`src/rtl/apex7_pkg.sv`:
```
// +--------------------------------------------------------------------+
// | apex7_pkg: shared types, select-code constants and helpers for the |
// | apex7 channel-select encoder.                      Revision: 1.0   |
// +--------------------------------------------------------------------+
`default_nettype none

package apex7_pkg;

  typedef enum logic [1:0] {
    IDLE     = 2'd0,
    DRIVE    = 2'd1,
    WAIT_ACK = 2'd2,
    GAP      = 2'd3
  } state_e;

  localparam logic [2:0] SEL_BASE = 3'd2;
  localparam logic [2:0] SEL_NONE = 3'b000;
  localparam int         MAX_CH   = 6;

  // Codes 000 and 001 produce no decoder strobe, so channels start at 010.
  function automatic logic [2:0] ch2code(input logic [2:0] idx);
    return SEL_BASE + idx;
  endfunction

endpackage

`default_nettype wire

```
`src/rtl/apex7_rr_arb.sv`:
```
// +--------------------------------------------------------------------+
// | apex7_rr_arb: combinational round-robin pick of the first set      |
// | request at or after ptr, wrapping modulo NUM_CH.   Revision: 1.0   |
// +--------------------------------------------------------------------+
`default_nettype none

module apex7_rr_arb #(
  parameter int NUM_CH = 6
) (
  input  logic [NUM_CH-1:0] req_i,
  input  logic [2:0]        ptr_i,
  output logic              any_o,
  output logic [2:0]        idx_o
);

  int         cand;
  logic [2:0] cand_idx;

  // Scan from the farthest offset down so the nearest set request wins last.
  always_comb begin
    any_o    = 1'b0;
    idx_o    = 3'd0;
    cand     = 0;
    cand_idx = 3'd0;
    for (int off = NUM_CH - 1; off >= 0; off--) begin
      cand     = (int'(ptr_i) + off) % NUM_CH;
      cand_idx = 3'(cand);
      if (req_i[cand_idx]) begin
        any_o = 1'b1;
        idx_o = cand_idx;
      end
    end
  end

endmodule

`default_nettype wire

```
`src/rtl/apex7_sel_encoder.sv`:
```
// +--------------------------------------------------------------------+
// | apex7_sel_encoder: arbitrates channel requests, drives the 3-bit   |
// | select code/valid and retires on the strobe echo.  Revision: 1.0   |
// +--------------------------------------------------------------------+
`default_nettype none

module apex7_sel_encoder
  import apex7_pkg::*;
#(
  parameter int NUM_CH   = 6,
  parameter int HOLD_CYC = 2,
  parameter int TIMEOUT  = 15
) (
  input  logic              clk,
  input  logic              rst_n,
  input  logic [NUM_CH-1:0] req_i,
  input  logic [NUM_CH-1:0] strobe_ack_i,
  output logic [NUM_CH-1:0] gnt_o,
  output logic [2:0]        sel_code_o,
  output logic              sel_valid_o,
  output logic              busy_o,
  output logic              err_timeout_o,
  output logic              err_proto_o
);

  localparam int CNT_MAX = (HOLD_CYC > TIMEOUT) ? HOLD_CYC : TIMEOUT;
  localparam int CNT_W   = $clog2(CNT_MAX + 1);
  localparam logic [CNT_W-1:0] HOLD_LAST = CNT_W'(HOLD_CYC - 1);
  localparam logic [CNT_W-1:0] TO_LAST   = CNT_W'(TIMEOUT - 1);

  state_e            state_q;
  logic [2:0]        idx_q;
  logic [2:0]        ptr_q;
  logic [2:0]        code_q;
  logic              valid_q;
  logic              ack_seen_q;
  logic              err_to_q;
  logic              err_proto_q;
  logic [NUM_CH-1:0] gnt_q;
  logic [CNT_W-1:0]  cnt_q;

  logic              arb_any;
  logic [2:0]        arb_idx;
  logic [2:0]        ptr_d;
  logic [NUM_CH-1:0] idx_oh;
  logic              ack_hit;
  logic              ack_stray;

  apex7_rr_arb #(
    .NUM_CH (NUM_CH)
  ) u_arb (
    .req_i (req_i),
    .ptr_i (ptr_q),
    .any_o (arb_any),
    .idx_o (arb_idx)
  );

  assign ptr_d     = (arb_idx == 3'(NUM_CH - 1)) ? 3'd0 : arb_idx + 3'd1;
  assign idx_oh    = NUM_CH'(1) << idx_q;
  assign ack_hit   = |(strobe_ack_i & idx_oh);
  assign ack_stray = |(strobe_ack_i & ~idx_oh);

  // cnt_q counts DRIVE cycles, then is reused as the WAIT_ACK timer.
  always_ff @(posedge clk or negedge rst_n) begin
    if (!rst_n) begin
      state_q     <= IDLE;
      idx_q       <= 3'd0;
      ptr_q       <= 3'd0;
      code_q      <= SEL_NONE;
      valid_q     <= 1'b0;
      ack_seen_q  <= 1'b0;
      err_to_q    <= 1'b0;
      err_proto_q <= 1'b0;
      gnt_q       <= '0;
      cnt_q       <= '0;
    end else begin
      gnt_q    <= '0;
      err_to_q <= 1'b0;
      if (state_q != IDLE && ack_stray) begin
        err_proto_q <= 1'b1;
      end
      case (state_q)
        IDLE: begin
          if (arb_any) begin
            idx_q      <= arb_idx;
            ptr_q      <= ptr_d;
            code_q     <= ch2code(arb_idx);
            valid_q    <= 1'b1;
            ack_seen_q <= 1'b0;
            cnt_q      <= '0;
            state_q    <= DRIVE;
          end
        end
        DRIVE: begin
          if (ack_hit) begin
            ack_seen_q <= 1'b1;
          end
          if (cnt_q == HOLD_LAST) begin
            cnt_q   <= '0;
            state_q <= WAIT_ACK;
          end else begin
            cnt_q <= cnt_q + CNT_W'(1);
          end
        end
        WAIT_ACK: begin
          // An ack arriving on the final timer cycle still counts as success.
          if (ack_seen_q || ack_hit) begin
            gnt_q   <= idx_oh;
            valid_q <= 1'b0;
            code_q  <= SEL_NONE;
            state_q <= GAP;
          end else if (cnt_q == TO_LAST) begin
            err_to_q <= 1'b1;
            valid_q  <= 1'b0;
            code_q   <= SEL_NONE;
            state_q  <= GAP;
          end else begin
            cnt_q <= cnt_q + CNT_W'(1);
          end
        end
        GAP: begin
          state_q <= IDLE;
        end
        default: begin
          state_q <= IDLE;
        end
      endcase
    end
  end

  assign gnt_o         = gnt_q;
  assign sel_code_o    = code_q;
  assign sel_valid_o   = valid_q;
  assign busy_o        = (state_q != IDLE);
  assign err_timeout_o = err_to_q;
  assign err_proto_o   = err_proto_q;

endmodule

`default_nettype wire

```
`config.mk`:
```
export PLATFORM = sky130hd
export DESIGN_NAME = apex7_sel_encoder
export DESIGN_NICKNAME = d
export VERILOG_FILES = /design/src/rtl/apex7_pkg.sv /design/src/rtl/apex7_rr_arb.sv /design/src/rtl/apex7_sel_encoder.sv
export SDC_FILE = /design/constraint.sdc
export NUM_CORES = 1
export LEC_CHECK = 0
export CAP_MARGIN = 30
export CORE_MARGIN = 8
export CORE_UTILIZATION = 60
export DETAILED_ROUTE_END_ITERATION = 12
export GPL_TIMING_DRIVEN = 0
export PLACE_DENSITY = 0.84
export SLEW_MARGIN = 20
export SYNTH_ARGS = -nofsm -noshare
export SYNTH_HDL_FRONTEND = slang
export SYNTH_HIERARCHICAL = 1
export SYNTH_SLANG_ARGS = --single-unit
export TNS_END_PERCENT = 10
```
`constraint.sdc`:
```
create_clock -name clk -period 10 [get_ports clk]
set_clock_uncertainty 0.15 [all_clocks]
set_input_delay 3 -clock clk [delete_from_list [all_inputs] [get_ports clk]]
set_output_delay 3 -clock clk [all_outputs]
set_load 0.005 [all_outputs]
```
**Yosys cells after proc, flatten, opt, wreduce, memory -nomap -nowiden**

Index checks and enable logic that the tools add are counted.

- Flip-flop bits (word level): 25
- Input port bits: 14
- Output and inout port bits: 13
- Word-level logic and storage cells: 111

- Add/subtract/negate cells: 8
- Divide/modulo/power cells: 6
- $lt $le $gt $ge: 6
- Eq/ne operators: 12
- Shift-type cells: 1
- Muxes and demuxes: 51
- Bitwise operators: 3
- Reductions and logical operators: 14

Operator list:

| cell | count |
|---|---|
| 32-bit by 4-bit remainder unit with 32-bit output, second input constant | 5 |
| 4-bit by 4-bit remainder unit with 32-bit output, second input constant | 1 |
| 3-bit 2-to-1 mux | 10 |
| 3-bit by 4-bit less-than comparator with 1-bit output, second input constant | 6 |
| 1-bit 2-to-1 mux | 20 |
| 1-bit binary-select mux with 3-bit select | 6 |
| 4-bit 2-to-1 mux | 4 |
| 6-bit AND | 2 |
| 6-bit 2-to-1 mux | 2 |
| 4-bit case mux with 3 select lines | 1 |
| 6-bit OR reduction | 2 |
| 2-bit inequality test, second input constant | 5 |
| 3-bit AND reduction | 3 |
| 3-bit by 2-bit adder with 4-bit output, second input constant | 2 |
| 3-bit by 3-bit adder with 4-bit output, second input constant | 2 |
| 2-bit 2-to-1 mux | 4 |
| 2-bit case mux with 4 select lines | 1 |
| 6-bit inverter | 1 |
| 3-bit case mux with 2 select lines | 1 |
| 2-bit nonzero test | 3 |
| 1-bit by 3-bit left shift with 6-bit output, first input constant | 1 |
| 3-bit by 1-bit adder with 4-bit output, second input constant | 1 |
| 4-bit by 1-bit adder with 4-bit output, second input constant | 1 |
| 2-bit == test, second input constant | 2 |
| 14 further kinds | 15 |

**Logic depth before layout (Yosys ltp)**

- Depth in word-level cells: 13
- Mapped depth: 18
- Depth with buffers taken out: 17

**Modules after synthesis**

The synthesis kept the hierarchy.

By module, submodules not included:

| module | instances | cells each | area each (um^2) | seq. area each (um^2) |
|---|---|---|---|---|
| apex7_sel_encoder | 1 | 139 | 1,390.1 | 625.6 |
| apex7_rr_arb | 1 | 152 | 1,123.6 | 0.0 |

**Least setup slack after synthesis**

Ideal clock, no wire load.

- Kind: input to register
- Start point: in req_i[2]
- End point: reg code_q[2] (netlist: sel_code_o[2])
- Library setup time: 0.121 ns
- Arrival time: 5.134 ns
- Required time: 9.729 ns
- Path slack: 4.595 ns
- Stages on the path: 10
- Buffers on the path: 1
- Cells stage by stage: mux2i_1 -> o221ai_1 -> and3_1 -> o31a_1 -> or2_1 -> or4b_1 -> nand2_1 -> clkbuf_1 -> o2bb2ai_1 -> a22o_1

- Elaborated cells on any way between the ends: 29
- Classes of those cells: add/sub: 1; eq/ne: 1; mux: 26; reduce/logical: 1

RTL lines:

| what | RTL line | text |
|---|---|---|
| start: declaration | apex7_sel_encoder.sv:16 | `input logic [NUM_CH-1:0] req_i,` |
| 1-bit binary-select mux with 3-bit select | apex7_rr_arb.sv:28 | `if (req_i[cand_idx]) begin` |
| 1-bit 2-to-1 mux (not written as such) | apex7_rr_arb.sv:28 |  |
| 1-bit 2-to-1 mux (5 in a row) | apex7_rr_arb.sv:28 |  |
| 1-bit 2-to-1 mux (*) | apex7_rr_arb.sv:28 |  |
| net arb_any | apex7_sel_encoder.sv:42 | `logic arb_any;` |
| 2-bit inequality test (no line) (*) | n/a |  |
| 3-bit AND reduction (no line) (*) | n/a |  |
| end signal: assignment | apex7_sel_encoder.sv:87 | `code_q <= ch2code(arb_idx);` |
| end: declaration | apex7_sel_encoder.sv:34 | `logic [2:0] code_q;` |

The timed path passes the listed nets; every way through them passes the cells marked *. The select of a mux whose other input is x is not followed.
A chain may end at the register's enable or synchronous reset.

**Worst setup path in the final report**

- Start point: in req_i[4]
- End point: reg code_q[2] (netlist: sel_code_o[2])

The elaborated chain is that of the path after synthesis.

==> metrics <==
status=finished clean; switching power=approximately 0.54 mW; Peak VDD IR=around 0.19 mV; I/O pin total=27; Peak Freq=165 MHz; Worst EP required=between 10 and 15 ns; RSZ-0062 raised after global routing=false; total CTS buffers=3; pin count of the biggest net entering global routing=17; clock power share=approximately 5.7%; post-CTS sizing=0; P_leak=approximately 1.3 nW; combinational group share of total power=about four fifths; clk_lat worst skew=between 0.2 and 0.3 ns; initial antenna violation count=0; leading area contributor after synthesis=dfrtp_1; WL final=5.92 mm; CTS root buf=clkbuf_8; Post-DRT Antenna Nets=0; GP Congestion=around 0.98; Die H=approximately 80 um; Total Power=1.04 mW; Initial DRC Count=145; synth-to-layout area growth=15.2%; Critical Path End Type=flop; P_int=roughly 0.5 mW; Distinct cells, synth=67; Worst-Margin Slew=around 0.78 ns; crit path kind=in -> reg; number of core rows=23; Yosys reg bits=25; EDFF count, synth=0; worst min path class=reg -> reg; Final Setup Violations=0; Final period util=60.5%; post-CTS setup buffers=0; dpl hpwl=~4.7 mm; cts hold-fix bufs=0; drt first pass iters=4; Max Cap Violations=0; Slew HR=a little under half; final hold violation count=0; Overflow after GRT=0; syn_area_per_cell=roughly 8.6 um2; clock sink count=25; IO Port Bufs=26; Setup TNS Final=0 ns; Clock Path Buffers=2; Worst-path clk slew=0.08 ns; Die ar.=6520 um2; top cell type's share of synthesized area=around 25%; post-route minimum period=around 6.1 ns; sequential cell area fraction in the yosys report=between 20% and 30%; crit path DAT=slightly above 6 ns; Syn Inst Count=about 290; routed length per placed instance=approximately 16 um; dominant synthesized flop cell=dfrtp_1; leading cell type by number of instances after synthesis=dfrtp_1; sw frac=51.7%; Fin Hold WS=0.319 ns; GRT Util Overall=a little under a fifth; layout cell share with drive strength beyond 1=10.2%; PwrDens=roughly 360 nW/um2; # nets final=between 300 and 400; via count=between 2000 and 2500; Vias/cell=6.19; Syn. warnings=6; syn nets=roughly 330; DRC violations left=0; max-slew violation count=0; Flop pwr share=15.6%; CTS tree=built; chip width=slightly above 80 um; Initial Util=approximately 62%; global-route wire length before repair=between 9 and 10 mm; largest cells by area after synthesis=dfrtp_1, ha_1, mux2i_1; core area=a little over 4000 um2; startpoint types=primary input; top cells by count, synth=dfrtp_1, nor2_1, nand2_1; CTS HTree Levels=1; diode count=0; maximum fanout along the worst path=10; async set or reset register ratio after synthesis=between 90% and 100%; vias in the first global route=approximately 2100; synthesized cell area=around 2500 um2
==> worst max-delay path, cell delays in order <==
cell	delay (ns)
clkdlybuf4s50_1	0.44
mux2i_1	0.42
inv_1	0.12
nand3_1	0.10
o31ai_1	0.18
or2_1	0.31
or4b_1	0.62
nand2_1	0.20
clkbuf_1	0.31
o2bb2ai_1	0.15
a22o_1	0.20
==> through the flow <==
step | utilization, % | instance area [um2] | instances | setup WS, ns
final | 71.9 | 2900 | 372 | 3.95
after global routing | 71.9 | 2900 | 372 | 3.71
after CTS | 71.9 | 2900 | 372 | 4.02
after detailed placement | 70.8 | 2850 | 368 | 3.74
after global placement | 70.4 | 2840 | 367 | 3.79
after floorplan | - | 2510 | 291 | 4.60
==> state kept, by name, indices dropped and copies added, names as in the netlist <==
signal and cells:
gnt_o 6, cnt_q 4, idx_q 3, ptr_q 3, sel_code_o 3, state_q 2
ack_seen_q 1, err_proto_o 1, err_timeout_o 1, sel_valid_o 1
==> per-layer routing <==
| metal | wire length (um) | global-route usage [%] | vias up |
|---|---|---|---|
| li1 | - | - | 1141 |
| met1 | 2830 | 25.4 | 1086 |
| met2 | 2690 | 29.2 | 65 |
| met3 | 295 | 3.13 | 9 |
| met4 | 102 | 5.89 | 0 |
| met5 | 0 | 0 | - |
==> area by class of cell <==
class,instances,area (um2)
multi-input combinational,233,1740
buffer,10,55.1
tap,50,62.6
sequential,25,626
clock buffer,4,45.0
inverter,23,88.8
timing repair buffer,27,275
fill,315,1130
==> placed cells by master (no fill, tap or decap), types with 4 or more instances in the layout <==
cell / instances
mux2i_1: 15
nor2_1: 24
a211oi_1: 8
nand3b_1: 4
dfrtp_1: 25
o22ai_1: 4
buf_2: 5
a211o_1: 4
o21ai_0: 14
mux2_2: 6
nand2_1: 23
o2bb2ai_1: 6
inv_1: 21
a21o_1: 4
nor3_1: 6
and3_1: 4
clkdlybuf4s50_1: 26
nand3_1: 7
nand2b_1: 6
a21oi_1: 21
ha_1: 20
==> cells by family after synthesis <==
logic type / synth area share [%]
AOI/OAI and AO/OA: 28.4
and+or+nand+nor: 18.7
buffers and inverters: 5.72
DFF: 24.9
muxes: 9.56
adders and majority gates: 9.96
xor gates and xnor gates: 2.79
==> final timing paths <==
check	endpoint	start	slack, ns	cells after the start
min in group asynchronous	gnt_o[3]$_DFF_PN0_	rst_n	2.90	1
max in group asynchronous	cnt_q[2]$_DFFE_PN0P_	rst_n	6.33	2
max reg2reg	cnt_q[2]$_DFFE_PN0P_	ptr_q[0]$_DFFE_PN0P_	5.05	17
max	sel_code_o[2]$_DFFE_PN0P_	req_i[4]	3.95	11
min reg2reg	err_proto_o$_DFFE_PN0P_	err_proto_o$_DFFE_PN0P_	0.32	1
min	err_proto_o$_DFFE_PN0P_	err_proto_o$_DFFE_PN0P_	0.32	1
==> power by group through the flow <==
stage          clock (mW)  sequential, mW  combinational, mW
2_1_floorplan           0           0.157              0.630
5_1_grt            0.0665           0.166              0.898
3_5_place_dp            0           0.164              0.799
4_1_cts            0.0621           0.162              0.805
3_3_place_gp            0           0.162              0.781
6_report           0.0591           0.162              0.815
No activity file was read; power rests on OpenSTA's default activity.
